$ cat src/rtl/pc_fetch_unit.sv
// Program counter and instruction-fetch sequencer: holds the architectural PC and runs the
// request/response handshake with instruction memory, handing fetched words to decode.
module pc_fetch_unit #(
  parameter logic [31:0] RESET_VECTOR = 32'h0000_0000,
  parameter int          TIMEOUT      = 255
) (
  input  logic        clock,
  input  logic        reset,
  input  logic [31:0] pc_next,
  input  logic        stall,
  input  logic        flush,
  output logic        imem_req,
  output logic [31:0] imem_addr,
  input  logic        imem_ready,
  input  logic        imem_rvalid,
  input  logic [31:0] imem_rdata,
  output logic [31:0] pc,
  output logic [31:0] pc_plus4,
  output logic [31:0] instr,
  output logic        instr_valid,
  output logic        fault,
  output logic [1:0]  fault_code
);

  typedef enum logic [2:0] {
    S_IDLE,
    S_REQ,
    S_WAIT,
    S_DONE,
    S_FAULT
  } state_t;

  localparam logic [7:0] TIMEOUT_LAST   = 8'(TIMEOUT - 1);
  localparam logic       RV_MISALIGNED  = (RESET_VECTOR[1:0] != 2'b00);
  localparam logic [1:0] CODE_MISALIGN  = 2'b01;
  localparam logic [1:0] CODE_TIMEOUT   = 2'b10;

  state_t     state;
  logic       drop;
  logic [7:0] count;
  logic       next_misaligned;

  assign pc_plus4        = pc + 32'd4;
  assign imem_addr       = pc;
  assign next_misaligned = (pc_next[1:0] != 2'b00);

  // drop marks a response already owed by memory for an address we redirected away from;
  // it is consumed by the next rvalid without reaching decode.
  always_ff @(posedge clock or negedge reset) begin
    if (!reset) begin
      state       <= S_IDLE;
      pc          <= RESET_VECTOR;
      imem_req    <= 1'b0;
      instr       <= 32'h0;
      instr_valid <= 1'b0;
      fault       <= 1'b0;
      fault_code  <= 2'b00;
      drop        <= 1'b0;
      count       <= 8'h0;
    end else begin
      case (state)
        S_IDLE: begin
          if (RV_MISALIGNED) begin
            state      <= S_FAULT;
            fault      <= 1'b1;
            fault_code <= CODE_MISALIGN;
          end else begin
            state    <= S_REQ;
            imem_req <= 1'b1;
          end
        end

        S_REQ: begin
          if (flush) begin
            pc <= pc_next;
          end
          if (flush && next_misaligned) begin
            state      <= S_FAULT;
            imem_req   <= 1'b0;
            fault      <= 1'b1;
            fault_code <= CODE_MISALIGN;
          end else if (imem_ready) begin
            state    <= S_WAIT;
            imem_req <= 1'b0;
            drop     <= flush;
            count    <= 8'h0;
          end
        end

        S_WAIT: begin
          if (flush) begin
            pc <= pc_next;
          end
          if (flush && next_misaligned) begin
            state      <= S_FAULT;
            fault      <= 1'b1;
            fault_code <= CODE_MISALIGN;
          end else if (imem_rvalid) begin
            if (drop || flush) begin
              drop     <= 1'b0;
              state    <= S_REQ;
              imem_req <= 1'b1;
            end else begin
              instr       <= imem_rdata;
              instr_valid <= 1'b1;
              state       <= S_DONE;
            end
          end else begin
            drop  <= drop | flush;
            count <= count + 8'd1;
            if (count == TIMEOUT_LAST) begin
              state      <= S_FAULT;
              fault      <= 1'b1;
              fault_code <= CODE_TIMEOUT;
            end
          end
        end

        // Stall only freezes a delivered instruction; a flush overrides it.
        S_DONE: begin
          if (flush || !stall) begin
            pc          <= pc_next;
            instr_valid <= 1'b0;
            if (next_misaligned) begin
              state      <= S_FAULT;
              fault      <= 1'b1;
              fault_code <= CODE_MISALIGN;
            end else begin
              state    <= S_REQ;
              imem_req <= 1'b1;
            end
          end
        end

        S_FAULT: begin
          imem_req    <= 1'b0;
          instr_valid <= 1'b0;
          fault       <= 1'b1;
        end

        default: begin
          state    <= S_IDLE;
          imem_req <= 1'b0;
        end
      endcase
    end
  end

endmodule

$ cat config.mk
export PLATFORM = sky130hd
export DESIGN_NAME = pc_fetch_unit
export DESIGN_NICKNAME = d
export VERILOG_FILES = /design/src/rtl/pc_fetch_unit.sv
export SDC_FILE = /design/constraint.sdc
export NUM_CORES = 1
export LEC_CHECK = 0
export ABC_CLOCK_PERIOD_IN_PS = 2950
export BUFFER_PORTS_ARGS = -buffer_cell sky130_fd_sc_hd__clkbuf_2
export CORE_ASPECT_RATIO = 1.75
export CORE_UTILIZATION = 31
export DETAILED_ROUTE_END_ITERATION = 10
export PLACE_DENSITY = 0.55
export SYNTH_ARGS = -nofsm -noshare
export SYNTH_HDL_FRONTEND = slang
export SYNTH_SLANG_ARGS = --single-unit
$ cat constraint.sdc
create_clock -name clock -period 2.95 [get_ports clock]
set_clock_uncertainty 0.1 [all_clocks]
set_input_delay 0.7375 -clock clock [delete_from_list [all_inputs] [get_ports clock]]
set_output_delay 0.7375 -clock clock [all_outputs]
set_load 0.1 [all_outputs]
==> flow_summary_export.csv, run 1 <==
group,metric,value,unit
logic_synthesis,synth_top_cell_area_share,47.9,%
setup_path,setup.worst_path.start_class,"flop",
sta,worst_pin_slew,0.584,ns
logic_synthesis,async_flop_share,100,%
setup_path,cpMostUsedCell,"buf_12",
sta,fmax,326,MHz
cells_and_area,nFillCells,1230,
route,finalWirelength,11.4,mm
sta,setup_ws,-0.114,ns
clock_network,cts_max_level,3,
outcome,violations,"setup timing",
clock_network,cts.sinks,81,
placed_design,port_buffers,202,
logic_synthesis,yosysWarnings,0,
route,routed_via_density,4.78,
setup_path,worstPathMaxFanout,8,
setup_path,crit_chain,"nand3_2 -> or4_4 -> buf_12 -> buf_4 -> nor2_4 -> xor2_4 -> buf_12",
global_route,grtUsageTotal,16.5,%
floorplan,rows,56,
clock_network,cts_made_buffers,9,
placed_design,dp.cells,721,
floorplan,dieArea,14100,µm²
setup_path,critPathCaptureType,"output pin",
global_route,grt_overflow,0,
logic_synthesis,yosysMostFrequentCell,"dfrtp_1",
setup_path,cp.arrival,2.23,ns
min_path,hold_path.class,"in -> async",
floorplan,die_h,157,µm
logic_synthesis,netlist_top_cells_area,"dfrtp_1, mux2_2, buf_4, xnor2_1, xor2_1",
clock_network,clock_latency,0.33,ns
global_route,grt_pass1_wl,18.1,mm
clock_network,cts.root.buffer_cell,"clkbuf_16",
outcome,outcome,"complete, but fails checks",
floorplan,die_w,90.3,µm
setup_path,slowest_stage,"or4_4",
route,drc,0,
route,firstDrtPassIters,4,
clock_network,cts_tree,"yes",
route,drt-initial-drc-count,52,
cells_and_area,drive_gt1_share,68.8,%
sta,slew_violations,0,
logic_synthesis,yosys.area.top_type,"dfrtp_1",
route,wl_per_cell,15.2,µm
flow_run,cap_violations,0,
clock_network,clock_path_buffers,2,
sta,rsz0062_at_grt,"true",
logic_synthesis,ys_seq_elements,81,
logic_synthesis,synth_edf_count,0,
setup_path,cp-startpoint,"imem_addr[2]$_DFFE_PN0P_",
route,ant_nets,0,
setup_path,required,2.11,ns
cells_and_area,diodes,0,
sta,setup_viol,11,
placed_design,gp_congestion,0.826,
logic_synthesis,avgSynthCellArea,11.3,µm²
setup_path,max_stage_delay,0.55,ns
sta,final_hold_viol_count,0,
logic_synthesis,synth_fp_nets,447,
global_route,grt_start_max_net_pins,44,
sta,relSlewSlack,61.1,%
logic_synthesis,synthFlopType,"dfrtp_1",
logic_synthesis,syn-cell-area,4230,µm²
logic_synthesis,synth_common_cells,"dfrtp_1, mux2_2, buf_4, nor2_1",
setup_path,timing.rr.start,"state[1]$_DFFE_PN0P_",
setup_path,crit_buf_inv,3,
floorplan,core,13400,µm²
global_route,antenna_found_initial,0,
logic_synthesis,seq_area_frac_synth,47.9,%
floorplan,start_util,31.6,%
placed_design,dp_hpwl,8.86,mm
route,vias,3588,
setup_path,cpLargestDelayFamily,"simple AND/OR/NAND/NOR gates",
clock_network,path_clk_slew,0.06,ns
sta,final.period_utilization,104,%
floorplan,boundaryPins,203,
setup_path,path_class,"reg -> out",
global_route,grt_pass1_vias,3625,
cells_and_area,num-nets-final,644,
logic_synthesis,ys_types,48,
cells_and_area,layout.cells.non_filler,750,
cells_and_area,syn2layout_area_growth,58.8,%
logic_synthesis,synthCells,374,
sta,period_needed,3.06,ns
cells in the final DEF, fill, tap and decap left out, types with 3 or more instances in the layout:
cell type	count
a21o_1	4
dfrtp_4	18
nand4b_1	3
buf_4	30
nand4_1	8
nand3_1	13
nor2_1	13
nor3_4	3
xnor2_4	9
mux2_2	64
nor2_4	5
clkbuf_16	9
nor2b_1	3
nand2_1	16
and3_1	4
nand3_2	4
xnor2_2	6
nand3b_1	3
dfrtp_2	9
a21oi_1	4
and4_1	4
inv_1	6
o211ai_1	3
clkbuf_2	179
buf_12	25
dfrtp_1	54
o21ai_0	14
o31ai_1	3
xor2_4	12
or2_2	3
state kept, by name, indices dropped and copies added (netlist names), 2 cells and up:
name,cells
state,3
fault_code,2
count,8
imem_addr,32
instr,32
metrics by stage:
| step | utilization, % | setup slack, ns | setup TNS [ns] | instance area [µm²] | hold slack (ns) |
|---|---|---|---|---|---|
| floorplan | - | -0.329 | -2.78 | 4860 | 0.342 |
| global placement | 46.8 | 0.153 | 0 | 6260 | 0.362 |
| detailed placement | 46.8 | 0.162 | 0 | 6260 | 0.369 |
| CTS | 49.4 | -0.132 | -0.891 | 6620 | 0.311 |
| global route | 50.2 | -0.200 | -1.94 | 6720 | 0.331 |
| finish | 50.2 | -0.114 | -0.679 | 6720 | 0.298 |
final timing paths:
kind | end | slack [ns] | cells after the start
max in group asynchronous | instr[18]$_DFFE_PN0P_ | 1.84 | 2
max reg2reg | count[6]$_DFFE_PN0P_ | 0.82 | 4
min in group clock | fault$_DFFE_PN0P_ | 0.38 | 1
min | state[0]$_DFFE_PN0P_ | 0.30 | 1
max | pc_plus4[29] | -0.11 | 7
min reg2reg | fault$_DFFE_PN0P_ | 0.38 | 1
per-layer routing:
metal  up-vias  wire (µm)  track usage, %
li1       1677          -               -
met1      1754       3970            16.4
met2       148       6660            32.7
met3         9        586            3.55
met4         0        157            6.14
met5         -          0               0
kinds of logic after synthesis:
group | Yosys count | share of synthesized area, %
and+or+nand+nor | 102 | 13.5
DFF | 81 | 47.9
muxes | 64 | 17.0
buffers and inverters | 56 | 8.69
AOI/OAI and AO/OA | 40 | 6.18
xor gates and xnor gates | 28 | 5.79
adders and majority gates | 3 | 0.887
cell type report:
| cell class | instances | area (µm²) | share of cell area, % |
|---|---|---|---|
| clock buffer | 10 | 239 | 3.56 |
| clock inverter | 6 | 65.1 | 0.968 |
| inverter | 6 | 22.5 | 0.335 |
| multi-input combinational | 237 | 2430 | 36.1 |
| sequential | 81 | 2110 | 31.3 |
| tap | 174 | 218 | 3.24 |
| timing repair buffer | 236 | 1640 | 24.5 |
what timing repair did:
action                     CTS  global route
resized for setup            6             4
setup endpoints to repair   17            17
hold buffers                 0             0
buffers inserted             4             9
pin swaps                    7            10
Power of run 1 is left out: the tool's default activity adds up to more than one toggle a clock period on the data nets, which glitch-free logic cannot reach.
==> inputs of run 2 (changes only) <==
--- a/config.mk
+++ b/config.mk
@@ -7,7 +7,6 @@
 export LEC_CHECK = 0
 export ABC_CLOCK_PERIOD_IN_PS = 2950
 export BUFFER_PORTS_ARGS = -buffer_cell sky130_fd_sc_hd__clkbuf_2
-export CORE_ASPECT_RATIO = 1.75
 export CORE_UTILIZATION = 31
 export DETAILED_ROUTE_END_ITERATION = 10
 export PLACE_DENSITY = 0.55
==> flow_summary_export.csv, run 2 (synthesized netlist as in run 1, its figures left out) <==
group,metric,value,unit
cells_and_area,regArea,2110,µm²
clock_network,cts_max_level,3,
floorplan,start_util,31.8,%
placed_design,dp_hpwl,8.47,mm
global_route,grt_pass1_wl,18.8,mm
clock_network,cts.root.buffer_cell,"clkbuf_16",
setup_path,cpMostUsedCell,"buf_12",
sta,fmax,335,MHz
cells_and_area,final_cell_mix,"clkbuf_2, mux2_2, dfrtp_1, buf_12, buf_4",
flow_run,cap_violations,0,
route,wl_per_cell,15.3,µm
sta,slew_violations,0,
cells_and_area,final_common_cell,"clkbuf_2",
sta,setup_viol,4,
setup_path,setup.worst_path.start_class,"flop",
cells_and_area,syn2layout_area_growth,58.5,%
setup_path,crit_chain,"nand4_1 -> or4_4 -> buf_12 -> nor3_4 -> xor2_4 -> buf_12",
floorplan,die_w,119,µm
route,ant_nets,0,
cells_and_area,num-nets-final,640,
route,routed_via_density,4.75,
clock_network,holdBufCountCts,0,
setup_path,reg2regPathDepth,4,
sta,setup_ws,-0.0385,ns
global_route,grt_overflow,0,
clock_network,path_clk_slew,0.06,ns
route,firstDrtPassIters,4,
sta,relSlewSlack,61.8,%
floorplan,core,13300,µm²
sta,final_hold_viol_count,0,
sta,whs,0.253,ns
route,vias,3550,
route,drt-initial-drc-count,144,
cells_and_area,nFillCells,1181,
global_route,antenna_found_initial,0,
sta,final.period_utilization,101,%
clock_network,clock_path_buffers,2,
min_path,hold_path.class,"in -> async",
global_route,grtUsageTotal,17.0,%
sta,worst_pin_slew,0.575,ns
floorplan,dieArea,14100,µm²
clock_network,cts_made_buffers,9,
cells_and_area,diodes,0,
setup_path,critPathCaptureType,"output pin",
placed_design,port_buffers,202,
floorplan,boundaryPins,203,
clock_network,clock_latency,0.34,ns
setup_path,cp.arrival,2.15,ns
setup_path,slowest_stage,"or4_4",
setup_path,worstPathMaxFanout,8,
placed_design,gp_congestion,0.782,
sta,period_needed,2.99,ns
route,drc,0,
setup_path,required,2.11,ns
route,finalWirelength,11.4,mm
cells_and_area,multi_input_area,2440,µm²
clock_network,cts.sinks,81,
outcome,violations,"setup timing",
setup_path,max_stage_delay,0.52,ns
outcome,outcome,"complete, but fails checks",
sta,rsz0062_at_grt,"true",
floorplan,rows,42,
setup_path,path_class,"reg -> out",
clock_network,cts_tree,"yes",
global_route,grt_pass1_vias,3538,
floorplan,die_h,119,µm
global_route,grt_start_max_net_pins,47,
cells_and_area,drive_gt1_share,68.8,%
-- run 2: cell types whose count changed in the layout (fill, tap and decap cells not counted), sizes merged --
cell and delta:
buf -4, inv -1
-- run 2: repair_timing --
item | CTS | global route
endpoints found under the setup margin | 14 | 16
pin swaps | 15 | 6
setup buffers | 15 | 0
resized for setup | 17 | 4
-- run 2: area by class of cell --
class,instances,area share (%)
Tap cell,176,3.28
Sequential cell,81,31.4
Multi-Input combinational cell,237,36.3
Clock buffer,10,3.56
Clock inverter,5,0.839
Inverter,6,0.336
Timing Repair Buffer,232,24.3
-- run 2: critical path, delay by kind of cell, from the launching register on --
kind,cells,cell delay (ns)
buffers and inverters,2,0.36
flip-flops,1,0.41
XOR/XNOR,1,0.19
AND/OR/NAND/NOR,3,0.84
-- run 2: stage by stage --
stage | area, µm² | setup TNS, ns | util (%) | instances | setup slack, ns
floorplan | 4860 | -2.78 | - | 374 | -0.329
finish | 6710 | -0.108 | 50.5 | 747 | -0.0385
global route | 6710 | -1.01 | 50.5 | 747 | -0.140
global placement | 6220 | 0 | 46.8 | 717 | 0.171
detailed placement | 6220 | 0 | 46.8 | 717 | 0.156
CTS | 6700 | -0.413 | 50.4 | 747 | -0.106
-- run 2: path summary, 6_finish.rpt --
path | start | endpoint | slack (ns)
worst min register to register | fault_code[1]$_DFFE_PN0P_ | fault_code[1]$_DFFE_PN0P_ | 0.39
max in group asynchronous | reset | imem_addr[28]$_DFFE_PN0P_ | 1.85
worst max register to register | state[1]$_DFFE_PN0P_ | count[6]$_DFFE_PN0P_ | 0.80
worst min-delay path | reset | fault$_DFFE_PN0P_ | 0.25
min in group clock | fault_code[1]$_DFFE_PN0P_ | fault_code[1]$_DFFE_PN0P_ | 0.39
worst max-delay path | imem_addr[4]$_DFFE_PN0P_ | pc_plus4[31] | -0.04
-- run 2: per-layer routing --
layer	share of wire (%)	vias up	GRT usage [%]
met1	43	1726	21.8
met5	0	-	0
met3	6.5	11	4.65
met4	1.1	0	4.75
li1	-	1672	-
met2	49	141	27.9
Power of run 2 is left out for the same reason.
==> inputs of run 3 (changes only) <==
--- a/config.mk
+++ b/config.mk
@@ -7,9 +7,9 @@
 export LEC_CHECK = 0
 export ABC_CLOCK_PERIOD_IN_PS = 2950
 export BUFFER_PORTS_ARGS = -buffer_cell sky130_fd_sc_hd__clkbuf_2
-export CORE_UTILIZATION = 31
+export CORE_UTILIZATION = 25
 export DETAILED_ROUTE_END_ITERATION = 10
-export PLACE_DENSITY = 0.55
+export PLACE_DENSITY = 0.47
 export SYNTH_ARGS = -nofsm -noshare
 export SYNTH_HDL_FRONTEND = slang
 export SYNTH_SLANG_ARGS = --single-unit
==> constraint.sdc (replaced) <==
create_clock -name clock -period 2.95 [get_ports clock]
set_clock_uncertainty 0.1 [all_clocks]
set_input_delay 0.4425 -clock clock [delete_from_list [all_inputs] [get_ports clock]]
set_output_delay 0.4425 -clock clock [all_outputs]
set_load 0.1 [all_outputs]
==> flow_summary_export.csv, run 3 (synthesized netlist as in run 1, its figures left out) <==
group,metric,value,unit
sta,worst_pin_slew,0.571,ns
sta,period_needed,2.83,ns
global_route,antenna_found_initial,0,
route,drt-initial-drc-count,183,
global_route,grtUsageTotal,14.2,%
global_route,grt_pass1_wl,19.4,mm
global_route,grt_pass1_vias,3528,
sta,final_hold_viol_count,0,
cells_and_area,syn2layout_area_growth,48.5,%
setup_path,setup.worst_path.start_class,"flop",
cells_and_area,num-nets-final,619,
clock_network,cts.sinks,81,
sta,rsz0062_at_grt,"true",
floorplan,rows,47,
floorplan,dieArea,17500,µm²
setup_path,worstPathMaxFanout,9,
clock_network,path_clk_slew,0.07,ns
sta,relSlewSlack,62.1,%
floorplan,core,16600,µm²
setup_path,cp.arrival,2.28,ns
floorplan,die_w,132,µm
route,vias,3479,
placed_design,port_buffers,202,
route,wl_per_cell,15.3,µm
clock_network,clock_path_buffers,2,
placed_design,gp_congestion,0.773,
setup_path,critPathCaptureType,"output pin",
clock_network,cts_made_buffers,9,
sta,setup_viol,0,
cells_and_area,final_cell_mix,"clkbuf_2, mux2_2, dfrtp_1, nand2_1, nand3_1",
setup_path,required,2.41,ns
outcome,outcome,"finished, final reports clean",
min_path,hold_path.class,"in -> reg",
floorplan,start_util,25.5,%
route,ant_nets,0,
flow_run,cap_violations,0,
global_route,grt_overflow,0,
setup_path,path_class,"reg -> out",
clock_network,cts.root.buffer_cell,"clkbuf_16",
cells_and_area,drive_gt1_share,64.6,%
cells_and_area,final_common_cell,"clkbuf_2",
floorplan,die_h,132,µm
cells_and_area,finish.utilization,37.9,%
clock_network,cts_tree,"yes",
placed_design,dp_hpwl,9.03,mm
route,drc,0,
route,finalWirelength,11.8,mm
cells_and_area,diodes,0,
route,firstDrtPassIters,4,
sta,slew_violations,0,
sta,fmax,354,MHz
floorplan,boundaryPins,203,
sta,final.period_utilization,95.8,%
clock_network,cts_max_level,3,
clock_network,clock_latency,0.34,ns
global_route,grt_start_max_net_pins,38,
route,routed_via_density,4.51,
[run 3: cell count changes in the layout (fill, tap and decap cells not counted), sizes merged]
cell	previous run	this run
buf	53	26
clkinvlp	1	2
clkbuf	189	195
inv	6	8
dlygate4sd3	0	1
clkinv	3	0
[run 3: path summary, 6_finish.rpt]
kind                                          start                         to  slack, ns  cells after the start
setup / recovery           imem_addr[9]$_DFFE_PN0P_               pc_plus4[27]       0.12                      6
hold / removal                       imem_rdata[29]      instr[29]$_DFFE_PN0P_       0.23                      2
setup reg to reg               state[1]$_DFFE_PN0P_  imem_addr[21]$_DFFE_PN0P_       0.71                      4
hold reg to reg                   fault$_DFFE_PN0P_          fault$_DFFE_PN0P_       0.38                      1
max in group asynchronous                     reset   imem_addr[2]$_DFFE_PN0P_       1.49                      3
min in group asynchronous                     reset  imem_addr[31]$_DFFE_PN0P_       0.51                      2
[run 3: layer usage]
metal  share of wire, %  up-vias  GRT usage, %  routed length, µm
met5                  0        -             0                  0
met4                1.1        0          4.26                125
met3                5.3       11          3.65                630
met2                 49      130          23.4               5830
met1                 44     1711          18.1               5220
li1                   -     1627             -                  -
[run 3: metrics by stage]
stage	setup TNS [ns]	hold slack (ns)	setup slack (ns)	cells	cell area (µm²)
global placement	0	0.331	0.302	753	5950
detailed placement	0	0.333	0.291	753	5950
CTS	0	0.214	0.0651	771	6280
finish	0	0.229	0.124	771	6280
global route	-0.000222	0.218	-0.000222	771	6280
floorplan	-0.123	0.0469	-0.0489	374	4700
[run 3: layout make-up]
type | count | area (µm²)
Clock buffer | 11 | 243
Fill cell | 1683 | 10300
Timing Repair Buffer | 211 | 1330
Tap cell | 220 | 275
Clock inverter | 5 | 62.6
Sequential cell | 81 | 2090
Inverter | 6 | 22.5
Multi-Input combinational cell | 237 | 2270
[run 3: timing repair]
action	4_1_cts	5_1_grt
pin swaps	1	1
endpoints found under the hold margin	35	0
hold buffers	1	0
buffers inserted	1	0
gates resized for setup	1	2
setup endpoints to repair	8	4
[run 3: critical path, stage by stage, from the launching register on]
cell,delay [ns]
dfrtp_4,0.47
nand4_1,0.16
or4_1,0.53
buf_4,0.21
nor3_4,0.20
xor2_4,0.18
buf_12,0.19
Power of run 3 is left out for the same reason.
